**src/rtl/i2c_pkg.sv**
```systemverilog
// Shared definitions for the I2C write master.
// Holds the controller state encoding and the framing constants
// (phases per SCL bit, bytes per transfer).
package i2c_pkg;

    typedef enum logic [2:0] {
        ST_IDLE,
        ST_START,
        ST_DATA,
        ST_ACK,
        ST_STOP
    } state_e;

    localparam int PHASES_PER_BIT = 4;
    localparam int BYTES_PER_XFER = 3;

    localparam logic [1:0] LAST_PHASE = 2'(PHASES_PER_BIT - 1);
    localparam logic [1:0] LAST_BYTE  = 2'(BYTES_PER_XFER - 1);

endpackage

```
**src/rtl/i2c_write_master.sv**
```systemverilog
// I2C single-register write master.
// A transfer sends START, {dev_addr,W}, reg_addr, data (each followed by
// an ACK slot) and STOP. Bus timing comes from an external divider: every
// edge of div_clk_i is one phase tick, and four ticks make one SCL bit.
//
// Ports
//   clk_i, rst_n_i      clock, asynchronous active-low reset
//   div_clk_i           divider output (synchronous to clk_i)
//   div_hold_o/reset_o  keep the divider parked while idle
//   req_valid_i/ready_o request handshake
//   dev_addr_i          7-bit target address
//   reg_addr_i, data_i  register address and write data
//   done_o              one-cycle pulse at the end of a transfer
//   nack_o              any NACK seen in the last transfer (sticky)
//   scl_o, sda_o        open-drain controls: 0 = pull low, 1 = release
//   sda_i               sampled SDA line
module i2c_write_master
    import i2c_pkg::*;
#(
    parameter bit IGNORE_NACK = 1'b0
) (
    input  logic       clk_i,
    input  logic       rst_n_i,
    input  logic       div_clk_i,
    output logic       div_hold_o,
    output logic       div_reset_o,
    input  logic       req_valid_i,
    output logic       req_ready_o,
    input  logic [6:0] dev_addr_i,
    input  logic [7:0] reg_addr_i,
    input  logic [7:0] data_i,
    output logic       done_o,
    output logic       nack_o,
    output logic       scl_o,
    output logic       sda_o,
    input  logic       sda_i
);

    state_e          state_q, state_d;
    logic [1:0]      phase_q, phase_d;
    logic [2:0]      bit_q,   bit_d;
    logic [1:0]      byte_q,  byte_d;
    logic [2:0][7:0] bytes_q, bytes_d;
    logic            nack_q,  nack_d;
    logic            ackbad_q, ackbad_d;   // NACK seen in the current ACK slot
    logic            done_q,  done_d;
    logic            div_q;
    logic            rdy_en_q;             // holds ready low until the first edge out of reset

    logic            tick;
    logic            accept;
    logic [7:0]      cur_byte;
    logic            scl_c, sda_c;

    assign tick   = (div_clk_i != div_q);
    assign accept = req_valid_i && req_ready_o;

    assign req_ready_o = (state_q == ST_IDLE) && !done_q && rdy_en_q;
    assign done_o      = done_q;
    assign nack_o      = nack_q;
    assign div_hold_o  = (state_q == ST_IDLE);
    assign div_reset_o = (state_q == ST_IDLE);
    assign scl_o       = scl_c;
    assign sda_o       = sda_c;

    always_comb begin
        case (byte_q)
            2'd0:    cur_byte = bytes_q[0];
            2'd1:    cur_byte = bytes_q[1];
            default: cur_byte = bytes_q[2];
        endcase
    end

    always_comb begin
        state_d  = state_q;
        phase_d  = phase_q;
        bit_d    = bit_q;
        byte_d   = byte_q;
        bytes_d  = bytes_q;
        nack_d   = nack_q;
        ackbad_d = ackbad_q;
        done_d   = 1'b0;
        scl_c    = 1'b1;
        sda_c    = 1'b1;

        case (state_q)
            ST_IDLE: begin
                if (accept) begin
                    state_d    = ST_START;
                    phase_d    = 2'd0;
                    bit_d      = 3'd7;
                    byte_d     = 2'd0;
                    bytes_d[0] = {dev_addr_i, 1'b0};
                    bytes_d[1] = reg_addr_i;
                    bytes_d[2] = data_i;
                    nack_d     = 1'b0;
                    ackbad_d   = 1'b0;
                end
            end

            ST_START: begin
                // SDA falls while SCL is high, then SCL drops
                case (phase_q)
                    2'd0:    begin scl_c = 1'b1; sda_c = 1'b1; end
                    2'd1:    begin scl_c = 1'b1; sda_c = 1'b0; end
                    default: begin scl_c = 1'b0; sda_c = 1'b0; end
                endcase
                if (tick) begin
                    if (phase_q == 2'd2) begin
                        state_d = ST_DATA;
                        phase_d = 2'd0;
                        bit_d   = 3'd7;
                        byte_d  = 2'd0;
                    end else begin
                        phase_d = phase_q + 2'd1;
                    end
                end
            end

            ST_DATA: begin
                scl_c = (phase_q == 2'd1) || (phase_q == 2'd2);
                sda_c = cur_byte[bit_q];
                if (tick) begin
                    phase_d = phase_q + 2'd1;
                    if (phase_q == LAST_PHASE) begin
                        if (bit_q == 3'd0) begin
                            state_d = ST_ACK;
                        end else begin
                            bit_d = bit_q - 3'd1;
                        end
                    end
                end
            end

            ST_ACK: begin
                scl_c = (phase_q == 2'd1) || (phase_q == 2'd2);
                sda_c = 1'b1;
                if (tick) begin
                    phase_d = phase_q + 2'd1;
                    if (phase_q == 2'd2) begin
                        ackbad_d = sda_i;
                        if (sda_i) nack_d = 1'b1;
                    end
                    if (phase_q == LAST_PHASE) begin
                        if ((ackbad_q && !IGNORE_NACK) || (byte_q == LAST_BYTE)) begin
                            state_d = ST_STOP;
                        end else begin
                            state_d = ST_DATA;
                            byte_d  = byte_q + 2'd1;
                            bit_d   = 3'd7;
                        end
                    end
                end
            end

            ST_STOP: begin
                // SCL rises with SDA low, then SDA rises while SCL is high
                case (phase_q)
                    2'd0:    begin scl_c = 1'b0; sda_c = 1'b0; end
                    2'd1:    begin scl_c = 1'b1; sda_c = 1'b0; end
                    default: begin scl_c = 1'b1; sda_c = 1'b1; end
                endcase
                if (tick) begin
                    if (phase_q == 2'd2) begin
                        state_d = ST_IDLE;
                        phase_d = 2'd0;
                        done_d  = 1'b1;
                    end else begin
                        phase_d = phase_q + 2'd1;
                    end
                end
            end

            default: begin
                state_d = ST_IDLE;
                phase_d = 2'd0;
            end
        endcase
    end

    always_ff @(posedge clk_i or negedge rst_n_i) begin
        if (!rst_n_i) begin
            state_q  <= ST_IDLE;
            phase_q  <= 2'd0;
            bit_q    <= 3'd0;
            byte_q   <= 2'd0;
            bytes_q  <= '0;
            nack_q   <= 1'b0;
            ackbad_q <= 1'b0;
            done_q   <= 1'b0;
            div_q    <= 1'b0;
            rdy_en_q <= 1'b0;
        end else begin
            state_q  <= state_d;
            phase_q  <= phase_d;
            bit_q    <= bit_d;
            byte_q   <= byte_d;
            bytes_q  <= bytes_d;
            nack_q   <= nack_d;
            ackbad_q <= ackbad_d;
            done_q   <= done_d;
            div_q    <= div_clk_i;
            rdy_en_q <= 1'b1;
        end
    end

endmodule
```
**config.mk**
```make
export PLATFORM = sky130hd
export DESIGN_NAME = i2c_write_master
export DESIGN_NICKNAME = d
export VERILOG_FILES = /design/src/rtl/i2c_pkg.sv /design/src/rtl/i2c_write_master.sv
export SDC_FILE = /design/constraint.sdc
export NUM_CORES = 1
export LEC_CHECK = 0
export BUFFER_PORTS_ARGS = -buffer_cell sky130_fd_sc_hd__buf_2
export CAP_MARGIN = 15
export CORE_MARGIN = 2
export CORE_UTILIZATION = 60
export CTS_CLUSTER_DIAMETER = 40
export DETAILED_ROUTE_END_ITERATION = 12
export PLACE_DENSITY = 0.91
export SLEW_MARGIN = 20
export SYNTH_ARGS = -nofsm -noshare
export SYNTH_HDL_FRONTEND = slang
export SYNTH_SLANG_ARGS = --single-unit
```
**constraint.sdc**
```tcl
create_clock -name clk_i -period 3.6 [get_ports clk_i]
set_input_delay 0 -clock clk_i [delete_from_list [all_inputs] [get_ports clk_i]]
set_output_delay 0 -clock clk_i [all_outputs]
set_load 0.05 [all_outputs]
```
Word level (Yosys, flattened, before mapping)
Index checks and enable logic that the tools add are counted.

storage, ports and cells
  flip-flop bits (word level) = 38
  output and inout bits = 7
  input port bits = 28
  logic and storage cells = 118

operators by class
  eq/ne operators = 26
  add/sub/neg operators = 3
  order comparisons = 1
  reduce and logical (&&, ||, !) cells = 23
  muxes and demuxes = 53

operator list
  kind                                                                     number
  3-bit two-way mux                                                        20
  2-bit inequality test, second input constant                             13
  10-bit AND reduction                                                     2
  2-bit two-way mux                                                        9
  8-bit case mux with 2 select lines                                       1
  3-bit case mux with 5 select lines                                       1
  1-bit two-way mux                                                        14
  2-bit case mux with 3 select lines                                       2
  3-bit case mux with 4 select lines                                       1
  7-bit AND reduction                                                      1
  2-bit == test, second input constant                                     3
  3-bit by 2-bit == test with 1-bit output, second input constant          2
  3-bit zero test                                                          2
  2-bit by 1-bit inequality test with 1-bit output, second input constant  3
  1-bit case mux with 3 select lines                                       2
  2-bit OR reduction                                                       3
  5-bit AND reduction                                                      1
  2-bit by 1-bit adder with 2-bit output, second input constant            2
  2-bit by 1-bit == test with 1-bit output, second input constant          2
  2-bit zero test                                                          2
  3-bit by 4-bit < comparator with 1-bit output, second input constant     1
  1-bit case mux with 2 select lines                                       2
  4-bit AND reduction                                                      1
  4-bit nonzero test                                                       1
  other kinds (12)                                                         15

Longest topological paths before layout
  depth in word-level cells = 6
  gate-level depth with buffers = 8
  gate-level depth less buffers = 7

Least setup slack after synthesis
Ideal clock, no wire load.

  path type = flip-flop to output port
  start = register state_q[1]
  end = output port req_ready_o
  buffers on the path = 2
  arrival time = 2.532 ns
  data required time = 3.600 ns
  cell stages (with the launch flop) = 5
  path slack = 1.068 ns
  cell sequence = dfrtp_1 -> buf_2 -> clkbuf_1 -> nor3_1 -> and3b_1

on the way
  cells in the longest elaborated chain, start to end = 3

ends and longest elaborated chain
  what                            RTL line                 source
  from (decl)                     i2c_write_master.sv:39   state_e state_q, state_d;
  from (signal assigned)          i2c_write_master.sv:194  state_q <= state_d;
  3-bit zero test                 --
  named net div_hold_o            i2c_write_master.sv:25   output logic div_hold_o,
  1-bit logical AND (2 in a row)  i2c_write_master.sv:58   assign req_ready_o = (state_q == ST_IDLE) && !done_q && rdy_en_q;
  to (decl)                       i2c_write_master.sv:28   output logic req_ready_o,

The timed path passes the listed nets, and every way through them passes these cells.

Worst setup path after layout
  start = register state_q[1]
  end = output port sda_o

on the way
  cells in the longest elaborated chain, start to end = 2
  elaborated cells on any way between the ends = 4
  those cells by class = eq/ne (3); mux (1)

ends and longest elaborated chain
  what                                         RTL line                source
  3-bit == test, or another cell as far along  i2c_write_master.sv:86  case (state_q)
  1-bit case mux with 3 select lines *         i2c_write_master.sv:86
  to (decl)                                    i2c_write_master.sv:35  output logic sda_o,

Every way passes the cells marked *; elsewhere a longest branch is shown, timed or not.

==> flow_metrics.env <==
export IMPL_outcome="completed"
export IMPL_regToRegSetupSlack_ns=1.18
export IMPL_drv_slew=0
export IMPL_nFillCells=227
export IMPL_firstDrtPassIters=4
export IMPL_cts_root_buf="clkbuf_4"
export IMPL_p_leak_nw=1.22
export IMPL_post_route_drc_count=0
export IMPL_finalSetupTns_ns=0
export IMPL_finalCritPeriodShare_pct=70.8
export IMPL_grt_overflow=0
export IMPL_cp_endpoint="sda_o"
export IMPL_mostFrequentLayoutCell="dfrtp_1"
export IMPL_place_gp_congestion=0.890
export IMPL_grt_pass1_vias=1857
export IMPL_via_count=1835
export IMPL_num_rows=21
export IMPL_worst_setup_path_start_kind="flop"
export IMPL_grt_pass1_wl_um=8840
export IMPL_synth_top_area_share_pct=44.9
export IMPL_clk_latency_ns=0.36
export IMPL_final_util_pct=79.7
export IMPL_setup_viol=0
export IMPL_io_pin_count=35
export IMPL_synth_edf_count=0
export IMPL_yosys_warnings=0
export IMPL_antenna_found_initial=0
export IMPL_hold_path_class="input port to flop"
export IMPL_place_hpwl_um=3160
export IMPL_final_cell_mix="dfrtp_1 (38), buf_2 (34), dlygate4sd3_1 (26)"
export IMPL_ys_flop_type="dfrtp_1"
export IMPL_ys_seq_elements=38
export IMPL_r2r_start="state_q[1]"
export IMPL_wl_um=5390
export IMPL_io_buffers=34
export IMPL_reg2regPathDepth=5
export IMPL_diodes=0
export IMPL_yosysTopAreaCell="dfrtp_1"
export IMPL_ant_nets=0
export IMPL_dpl_cell_area_um2=2310
export IMPL_cts_made_buffers=5
export IMPL_dieArea_um2=4020
export IMPL_synth_area_top_cells="dfrtp_1 (45%), mux2_2 (12%), ha_1 (5.9%)"
export IMPL_cp_required_ns=3.60
export IMPL_relSlewSlack_pct=43.7
export IMPL_syn_area_um2=2120
export IMPL_clk_pin_slew_ns=0.12
export IMPL_hold_viol_final=0
export IMPL_cp_startpoint="state_q[1]"
export IMPL_period_needed_ns=2.55
export IMPL_start_util_pct=63.0
export IMPL_viasPerCell=5.98
export IMPL_drv_cap=0
export IMPL_whs_ns=0.209
export IMPL_ys_async_sr_fraction_pct=100
export IMPL_coreArea_um2=3360
export IMPL_ir_worst_vdd_uv=502
export IMPL_first_iter_violations=189
export IMPL_crit_type="flop to primary output"
export IMPL_rsz0062_at_grt="no"
export IMPL_syn_inst=203
export IMPL_fin_skew_ns=0.0125
export IMPL_area_delta_synth_final_pct=26.5
export IMPL_worst_pin_slew_ns=0.844
export IMPL_stdcell_area_um2=2680
export IMPL_path_max_fanout=20
export IMPL_clock_sinks=38
export IMPL_wl_per_cell_um=17.5
export IMPL_ys_types=46
export IMPL_regToRegEndpoint="byte_q[1]"
export IMPL_grt_use_total_pct=29.2
export IMPL_yosysSeqAreaShare_pct=44.9
export IMPL_clockBufferDepth=2
export IMPL_syn_num_nets=241
export IMPL_grt_max_degree=39
export IMPL_cp_arrival_ns=2.55
export IMPL_die_y_um=63.4
export IMPL_post_cts_buffers=0
export IMPL_power_density_nw_per_um2=878
export IMPL_cp_end_kind="primary output"
export IMPL_htree_levels=2
export IMPL_nets=298
export IMPL_fmax_ghz=0.392
export IMPL_cts_tree="yes"
export IMPL_synth_avg_cell_area_um2=10.4
export IMPL_die_w_um=63.4
export IMPL_drive_gt1_share_pct=27.6
worst max-delay path, cell delays in order, from the launching register on:
cell	delay, ns
dfrtp_1	0.82
nor2b_1	0.47
nand2_1	0.20
a221oi_1	0.25
a211oi_1	0.08
o22a_1	0.16
buf_2	0.21
how the worst min path moves through the flow:
stage / start / to / slack [ns] / depth (start not counted)
2_1_floorplan: rst_n_i / ackbad_q / -0.30 / 0
3_3_place_gp: rst_n_i / phase_q[0] / 0.13 / 1
3_5_place_dp: rst_n_i / state_q[2] / 0.15 / 1
4_1_cts: req_valid_i / state_q[0] / 0.18 / 4
5_1_grt: req_valid_i / state_q[0] / 0.19 / 4
6_report: req_valid_i / state_q[0] / 0.21 / 4
sequential cells by signal, summed over array words and instances, names as in the netlist:
name / cells
nack_o: 1
done_o: 1
byte_q: 2
div_q: 1
state_q: 3
bytes_q: 23
phase_q: 2
rdy_en_q: 1
ackbad_q: 1
bit_q: 3
cell type report:
cell class / instances / area, um^2 / area share, %
Sequential cell: 38 / 951 / 35.5
Multi-Input combinational cell: 143 / 1080 / 40.3
Clock inverter: 2 / 60.1 / 2.24
Tap cell: 46 / 57.6 / 2.15
Inverter: 11 / 41.3 / 1.54
Clock buffer: 6 / 51.3 / 1.91
Timing Repair Buffer: 61 / 438 / 16.3
report_power, final:
part,internal (mW),total [mW],switching [mW]
combinational,0.456,1.13,0.672
sequential,0.614,0.829,0.215
clock,0.235,0.396,0.160
cells by family (layout without fill, tap and decap cells):
logic type | count (synthesis) | after routing | synth area share (%)
compound gates | 50 | 50 | 16.8
xor+xnor | 2 | 2 | 1.18
fa+ha+maj | 10 | 10 | 5.91
buf+inv | 22 | 80 | 4.55
flops | 38 | 38 | 44.9
mux | 24 | 24 | 12.6
other cells | 1 | 1 | 0.177
simple gates | 56 | 56 | 13.9
through the flow:
stage          power (mW)  worst slack (ns)  cells
2_1_floorplan        1.64              1.07    203
3_3_place_gp         1.85              1.45    273
3_5_place_dp         1.89              1.29    273
4_1_cts              2.29              1.10    307
5_1_grt              2.48             0.918    307
6_report             2.35              1.05    307
synth_stat cells, types with 2 or more instances:
cell type  instances
clkbuf_1           6
mux2i_1            2
buf_4              3
nor2_1            10
ha_1              10
a311oi_1           2
a41o_1             2
a221oi_1           2
nand4_1            4
a31oi_1            6
dfrtp_1           38
nand2b_1           3
nor3_1             4
buf_2              2
o21ai_0            5
nand2_1           17
nor2b_1            6
a22oi_1            2
mux2_2            22
a211oi_1           3
inv_1             11
o22ai_1            2
and2_2             2
a21oi_1           17
per-layer routing:
layer | wire, um | GRT usage [%] | vias to the layer above
li1 | - | - | 846
met1 | 2160 | 34.5 | 884
met2 | 2760 | 49.9 | 83
met3 | 284 | 5.71 | 22
met4 | 187 | 15.5 | 0
met5 | 0 | 0 | -
timing repair:
item	in CTS	in global routing
endpoints found under the hold margin	64	0
hold buffers	26	0
gates resized for setup	0	0
Note: power is estimated with default switching activity, not from simulation.
